$ cat config.mk
export PLATFORM = sky130hd
export DESIGN_NAME = mem_ctrl
export DESIGN_NICKNAME = d
export VERILOG_FILES = /design/src/rtl/mem_ctrl.sv
export SDC_FILE = /design/constraint.sdc
export NUM_CORES = 1
export LEC_CHECK = 0
export ABC_AREA = 1
export BUFFER_PORTS_ARGS = -buffer_cell sky130_fd_sc_hd__buf_2
export CAP_MARGIN = 30
export CORE_UTILIZATION = 52
export DETAILED_ROUTE_END_ITERATION = 16
export GPL_TIMING_DRIVEN = 0
export PLACE_DENSITY = 0.89
export SKIP_LAST_GASP = 1
export SYNTH_ARGS = -nofsm -noshare
export SYNTH_HDL_FRONTEND = slang
export SYNTH_SLANG_ARGS = --single-unit
$ cat constraint.sdc
create_clock -name clk_in -period 2.95 [get_ports clk_in]
set_input_delay 0.4425 -clock clk_in [delete_from_list [all_inputs] [get_ports clk_in]]
set_output_delay 0.4425 -clock clk_in [all_outputs]
set_load 0.005 [all_outputs]
$ cat src/rtl/mem_ctrl.sv
// mem_ctrl: byte-serial memory controller between the LSU / instruction fetch
// and the single-ported 8-bit RAM/IO bus. Arbitrates the two requesters
// round-robin, splits 1/2/4-byte accesses into byte cycles and assembles read
// data little-endian.
// Optional feature macro: MEM_CTRL_IO_STALL_EN -- hold write byte cycles to the
// UART addresses (0x00030000 / 0x00030004) while io_buffer_full is high.
module mem_ctrl (
  input  logic        clk_in,
  input  logic        rst_in,
  input  logic        rdy_in,
  // load/store unit
  input  logic        enable_from_lsu,
  input  logic        read_write_flag_from_lsu,
  input  logic [31:0] address_from_lsu,
  input  logic [31:0] data_from_lsu,
  input  logic [1:0]  width_from_lsu,
  output logic        end_to_lsu,
  output logic [31:0] data_to_lsu,
  output logic        available_to_lsu,
  // instruction fetch
  input  logic        enable_from_ifetch,
  input  logic [31:0] address_from_ifetch,
  output logic        end_to_ifetch,
  output logic [31:0] inst_to_ifetch,
  // reorder buffer flush
  input  logic        rollback_flag_from_rob,
  // RAM/IO bus
  input  logic [7:0]  mem_din,
  output logic [7:0]  mem_dout,
  output logic [31:0] mem_a,
  output logic        mem_wr,
  input  logic        io_buffer_full
);

  typedef enum logic [1:0] {
    S_IDLE   = 2'd0,
    S_ACCESS = 2'd1,
    S_LAST   = 2'd2,
    S_DONE   = 2'd3
  } state_t;

  state_t          state, state_nxt;

  // latched transaction
  logic [31:0]     base_addr;
  logic            is_read;
  logic            is_fetch;
  logic [2:0]      len;
  logic [2:0]      cnt;
  logic [3:0][7:0] wdata_b;
  logic [3:0][7:0] rdata_b;

  // round-robin pointer: 1 = fetch was granted last, so LSU wins a tie
  logic            last_fetch;

  logic            lsu_req, if_req;
  logic            grant_lsu, grant_if;
  logic [31:0]     cur_addr;
  logic [7:0]      wbyte;
  logic            last_byte;
  logic            fetch_kill;
  logic            stall;
  logic [2:0]      lsu_len;

  // A fetch is never granted while a flush is being signalled.
  assign lsu_req    = enable_from_lsu;
  assign if_req     = enable_from_ifetch & ~rollback_flag_from_rob;
  assign grant_lsu  = lsu_req & (~if_req | last_fetch);
  assign grant_if   = if_req & ~grant_lsu;

  assign cur_addr   = base_addr + {29'd0, cnt};
  assign wbyte      = wdata_b[cnt[1:0]];
  assign last_byte  = (cnt == (len - 3'd1));
  assign fetch_kill = is_fetch & rollback_flag_from_rob;

  assign lsu_len    = (width_from_lsu == 2'b00) ? 3'd1 :
                      (width_from_lsu == 2'b01) ? 3'd2 : 3'd4;

`ifdef MEM_CTRL_IO_STALL_EN
  // UART writes wait in place until the output buffer has room.
  assign stall = (state == S_ACCESS) & ~is_read & io_buffer_full &
                 ((cur_addr == 32'h0003_0000) | (cur_addr == 32'h0003_0004));
`else
  logic unused_io_full;
  assign unused_io_full = io_buffer_full;
  assign stall          = 1'b0;
`endif

  // State register; rdy_in low freezes the machine.
  always_ff @(posedge clk_in or negedge rst_in) begin
    if (!rst_in)     state <= S_IDLE;
    else if (rdy_in) state <= state_nxt;
  end

  // Next-state and bus/completion outputs.
  always_comb begin
    state_nxt        = state;
    mem_a            = '0;
    mem_wr           = 1'b0;
    mem_dout         = '0;
    end_to_lsu       = 1'b0;
    end_to_ifetch    = 1'b0;
    data_to_lsu      = '0;
    inst_to_ifetch   = '0;
    available_to_lsu = 1'b0;
    case (state)
      S_IDLE: begin
        available_to_lsu = 1'b1;
        if (grant_lsu | grant_if) state_nxt = S_ACCESS;
      end
      S_ACCESS: begin
        mem_a    = cur_addr;
        mem_wr   = ~is_read & ~stall;
        mem_dout = wbyte;
        if (fetch_kill)              state_nxt = S_IDLE;
        else if (!stall && last_byte) state_nxt = is_read ? S_LAST : S_DONE;
      end
      S_LAST: begin
        state_nxt = fetch_kill ? S_IDLE : S_DONE;
      end
      S_DONE: begin
        state_nxt = S_IDLE;
        if (is_fetch) begin
          // a flush arriving in the pulse cycle squashes the fetch result
          end_to_ifetch  = ~rollback_flag_from_rob;
          inst_to_ifetch = rollback_flag_from_rob ? 32'd0 : rdata_b;
        end else begin
          end_to_lsu  = 1'b1;
          data_to_lsu = rdata_b;
        end
      end
      default: state_nxt = S_IDLE;
    endcase
  end

  // Transaction latch, byte counter and read-data assembly.
  always_ff @(posedge clk_in or negedge rst_in) begin
    if (!rst_in) begin
      base_addr  <= '0;
      is_read    <= 1'b0;
      is_fetch   <= 1'b0;
      len        <= 3'd1;
      cnt        <= '0;
      wdata_b    <= '0;
      rdata_b    <= '0;
      last_fetch <= 1'b1;
    end else if (rdy_in) begin
      case (state)
        S_IDLE: begin
          if (grant_lsu | grant_if) begin
            base_addr  <= grant_lsu ? address_from_lsu : address_from_ifetch;
            is_read    <= grant_lsu ? read_write_flag_from_lsu : 1'b1;
            is_fetch   <= grant_if;
            len        <= grant_lsu ? lsu_len : 3'd4;
            wdata_b    <= (grant_lsu & ~read_write_flag_from_lsu) ? data_from_lsu : 32'd0;
            rdata_b    <= '0;
            cnt        <= '0;
            last_fetch <= grant_if;
          end
        end
        S_ACCESS: begin
          // RAM answers one cycle after the address, so byte k-1 lands now
          if (is_read && cnt != 3'd0) rdata_b[cnt[1:0] - 2'd1] <= mem_din;
          if (!stall) cnt <= cnt + 3'd1;
        end
        S_LAST: begin
          rdata_b[cnt[1:0] - 2'd1] <= mem_din;
        end
        default: ;
      endcase
    end
  end

endmodule

# Word-level counts from Yosys, hierarchy flattened
# Cells that the tools add are included.
dict set report word_totals {
  input_bits 114
  wordCells 88
  register_bits 107
}
dict set report op_classes {
  reduce_logical 11
  n_eq_ne 8
  order_cmp 3
  muxes 35
  bitwise_logic 12
  addsub 4
}
# cell n
set ops {}
lappend ops {{32-bit 2-to-1 mux} 10}
lappend ops {{32-bit one-hot mux with 3 select lines} 1}
lappend ops {{32-bit by 3-bit adder with 32-bit output} 1}
lappend ops {{32-bit bitwise mux} 1}
lappend ops {{8-bit 2-to-1 mux} 3}
lappend ops {{8-bit binary-select mux with 2-bit select} 1}
lappend ops {{8-bit demux with 2-bit select} 1}
lappend ops {{3-bit 2-to-1 mux} 4}
lappend ops {{3-bit AND reduction} 3}
lappend ops {{1-bit 2-to-1 mux} 8}
lappend ops {{2-bit 2-to-1 mux} 4}
lappend ops {{2-bit one-hot mux with 4 select lines} 1}
lappend ops {{2-bit by 3-bit less-than comparator with 1-bit output (second input constant)} 2}
lappend ops {{3-bit one-hot mux with 2 select lines} 1}
lappend ops {{3-bit nonzero test} 2}
lappend ops {{1-bit AND} 5}
lappend ops {{1-bit inverter} 5}
lappend ops {{2-bit by 1-bit == test with 1-bit output (second input constant)} 2}
lappend ops {{2-bit == test (second input constant)} 2}
lappend ops {{2-bit logical NOT} 2}
lappend ops {{2-bit != test (second input constant)} 2}
lappend ops {{4-bit AND reduction} 1}
lappend ops {{3-bit by 1-bit adder with 3-bit output (second input constant)} 1}
lappend ops {{3-bit == test} 1}
lappend ops {{other kinds (7)} 9}

# Depth between registers and ports, before layout
dict set report depth {
  depth_word 10
  ltp_mapped 13
  depth_no_buf 12
}

# Least setup slack after synthesis
# No wires, ideal clock.
dict set report synth_timing {
  kind {flip-flop to output port}
  start {register cnt[1]}
  end {output port mem_a[28]}
  path_stages_with_launch 14
  setup_slack_ns 0.453
  required_ns 2.508
  path_buffers 2
  t_arrival_ns 2.054
  path_cell_list {dfrtp_1 -> buf_2 -> inv_1 -> clkbuf_1 -> fa_1 -> inv_1 -> nand2_1 -> nand2_1 -> nand2_1 -> nor2_1 -> nand2_1 -> nand2_1 -> nand2_1 -> nor2_1}
}
dict set report synth_between {
  elab_chain_len 2
}
# element line_no
set synth_lines {}
lappend synth_lines {{start: declaration} 49} ;# logic [2:0] cnt;
lappend synth_lines {{start signal: assignment} 164} ;# if (!stall) cnt <= cnt + 3'd1;
lappend synth_lines {{32-bit by 3-bit adder with 32-bit output} 71} ;# assign cur_addr = base_addr + {29'd0, cnt};
lappend synth_lines {{32-bit 2-to-1 mux} 106} ;# case (state)
lappend synth_lines {{end: declaration} 30} ;# output logic [31:0] mem_a,
# No other way between the ends.

# Worst setup path in the final report
dict set report layout_timing {
  start {register cnt[0]}
  end {output port mem_a[12]}
}
# The elaborated chain is that of the path after synthesis.

==> results.sh <==
export IMPL_r2r_start="cnt[0]"
export IMPL_die_w_microns=116
export IMPL_drc=0
export IMPL_drv_cap=0
export IMPL_hold_viol_final=0
export IMPL_core_sq_um=12600
export IMPL_first_pass_iters=5
export IMPL_viasPerCell=5.28
export IMPL_p_leak_uw=0.00428
export IMPL_overflow=0
export IMPL_gp_congestion=0.981
export IMPL_wl_per_cell_microns=15.0
export IMPL_drv_slew=0
export IMPL_hold_path_class="in2async"
export IMPL_drtIter0Drc=643
export IMPL_critPathRequiredTime_ns=2.51
export IMPL_cts_sinks=107
export IMPL_die_area_sq_um=13400
export IMPL_synthToLayoutAreaGrowth_pct=25.6
export IMPL_status="complete, no violations"
export IMPL_path_clk_slew_ns=0.08
export IMPL_utilization_pct=67.0
export IMPL_clock_path_buffers=2
export IMPL_end_kind="primary output"
export IMPL_layout_drive_gt1_share_pct=27.1
export IMPL_ctsRootBufferMaster="clkbuf_16"
export IMPL_yosysWarnings=0
export IMPL_avgSynthCellArea_sq_um=7.00
export IMPL_grt_first_pass_wirelength_microns=32300
export IMPL_slew_headroom_pct=63.1
export IMPL_setup_viol=0
export IMPL_cts_buffers=9
export IMPL_synth_cells=963
export IMPL_io_pins=222
export IMPL_criticalPathCategory="reg2out"
export IMPL_final_setup_skew_ns=0.0124
export IMPL_cp_start_kind="register"
export IMPL_ys_seq_area_share_pct=39.8
export IMPL_cellPowerDensity_nw_per_um2=874
export IMPL_synth_edf_count=0
export IMPL_place_area_sq_um=8080
export IMPL_clock_latency_ns=0.35
export IMPL_p_int_uw=4040
export IMPL_antenna_left=0
export IMPL_place_hpwl_microns=15800
export IMPL_antenna_found_initial=0
export IMPL_finalNetCount=1327
export IMPL_synth_distinct_cells=34
export IMPL_pwr_share_clk_pct=17.6
export IMPL_diodes=0
export IMPL_r2r_cells=12
export IMPL_clock_fmax_mhz=346
export IMPL_crit_path_max_fanout=7
export IMPL_grt_util_all_layers_pct=31.3
export IMPL_whs_ns=0.0589
export IMPL_peakVddDrop_v=0.000406
export IMPL_rows=41
export IMPL_drt_total_wl_microns=20600
export IMPL_final_common_cell="buf_2"
export IMPL_netlist_area_sq_um=6740
export IMPL_total_power_uw=7390
export IMPL_initial_utilization_pct=53.4
export IMPL_seqPwrFrac_pct=32.8
export IMPL_grt_max_degree=72
export IMPL_finalCritPeriodShare_pct=98.0
export IMPL_r2r_slack_ns=0.46
export IMPL_reg2reg_to="rdata_b[15]"
export IMPL_synthFlopType="dfrtp_1"
export IMPL_switching_share_pct=45.3
export IMPL_synthArstFlopShare_pct=100
export IMPL_io_buffers=220
export IMPL_fin_crit_ns=2.89
export IMPL_instances_no_fill=1375
export IMPL_cts_tree="built"
export IMPL_layout_common_cells="233 x buf_2, 229 x nand2_1, 175 x nor2_1"
export IMPL_die_h_microns=116
export IMPL_dr_total_vias=7265
export IMPL_syn_num_nets=1092
export IMPL_switching_power_uw=3350
export IMPL_htree_num_levels=3
export IMPL_synth_seq_cells=107
export IMPL_tightest_slew_ns=0.554
export IMPL_placed_cells_incl_taps=1356
export IMPL_first_global_vias=6547
export IMPL_fin_area_sq_um=8460
export IMPL_cp_arrival_ns=2.45
export IMPL_pwr_share_comb_pct=49.6
## timing repair
| action | CTS | global route |
|---|---|---|
| hold buffers | 0 | 0 |
| buffers inserted | 2 | 2 |
| endpoints found under the hold margin | 0 | 0 |
| gates resized for setup | 7 | 6 |
| pin swaps | 1 | 1 |
| endpoints found under the setup margin | 14 | 10 |
## state kept, by name, indices dropped and copies added (netlist names)
signal,flops
base_addr,32
rdata_b,32
wdata_b,32
cnt,3
len,3
state,2
is_fetch,1
is_read,1
last_fetch,1
## worst max-delay path, stage by stage, from the launching register on
cell and delay (ns):
dfrtp_2 0.40, ha_2 0.23, inv_1 0.06, fa_1 0.39, inv_2 0.10, nand2_1 0.05, nand2_1 0.10, nand2_4 0.11
nor2_4 0.20, nor2_1 0.08, nor3_2 0.22, buf_2 0.15
## cell families after synthesis
kind of cell    share of synthesized area, %
compound gates                          16.4
xor+xnor                               0.390
fa+ha+maj                               2.90
buf+inv                                 10.4
flops                                   39.8
simple gates                            30.1
## routing by layer
layer	routed length (microns)	up-vias	global-route usage, %
met5	0	-	0
li1	-	3524	-
met1	8610	3348	42.0
met4	439	0	10.8
met2	9920	350	52.1
met3	1590	43	4.55
## power groups by stage
stage	Clock [uW]	Combinational, uW	Sequential, uW
after floorplan	0	2480	2290
after global placement	0	3430	2410
after detailed placement	0	3530	2420
after CTS	1300	3600	2400
after global routing	1360	4070	2490
final	1300	3670	2420
## final cells by class
type / count / area [sq um]
clock inverter: 4 / 73.8
multi-input combinational: 693 / 3390
sequential: 107 / 2680
clock buffer: 12 / 236
timing repair buffer: 225 / 1160
tap: 172 / 215
buffer: 49 / 277
fill: 1143 / 4160
inverter: 113 / 428
## how the worst max path moves through the flow
stage                      start         to  slack, ns  cells past startpoint
final                     cnt[0]  mem_a[12]       0.06                     11
after global routing      cnt[0]  mem_a[12]      -0.02                     11
after CTS                 cnt[0]  mem_a[16]      0.002                     12
after detailed placement  cnt[1]  mem_a[12]      -0.26                     12
after global placement    cnt[1]  mem_a[12]      -0.26                     12
after floorplan           cnt[1]  mem_a[28]       0.45                     13
## cells in the mapped netlist, types with 2 or more instances
cell type | n | area [sq um]
a21oi_1 | 45 | 225
and2_1 | 2 | 12.5
buf_2 | 15 | 75.1
buf_4 | 4 | 30.0
buf_6 | 7 | 78.8
clkbuf_1 | 23 | 86.3
dfrtp_1 | 105 | 2630
dfstp_2 | 2 | 52.6
ha_1 | 14 | 175
inv_1 | 110 | 413
inv_2 | 3 | 11.3
nand2_1 | 230 | 863
nand2_2 | 2 | 12.5
nand3_1 | 54 | 270
nand3_2 | 2 | 20.0
nand3_4 | 4 | 70.1
nand4_1 | 3 | 18.8
nor2_1 | 177 | 664
nor2_2 | 3 | 18.8
nor3_1 | 9 | 45.0
o21ai_0 | 71 | 355
o21ai_1 | 6 | 30.0
o21ai_2 | 32 | 280
o22ai_1 | 29 | 181
xor2_1 | 2 | 17.5
## through the flow
stage,setup WS (ns),TNS [ns]
3_3_place_gp,-0.257,-0.900
5_1_grt,-0.0198,-0.0230
2_1_floorplan,0.453,0
6_report,0.0598,0
3_5_place_dp,-0.262,-0.896
4_1_cts,0.00187,0
Power figures use the tool's default switching activity.
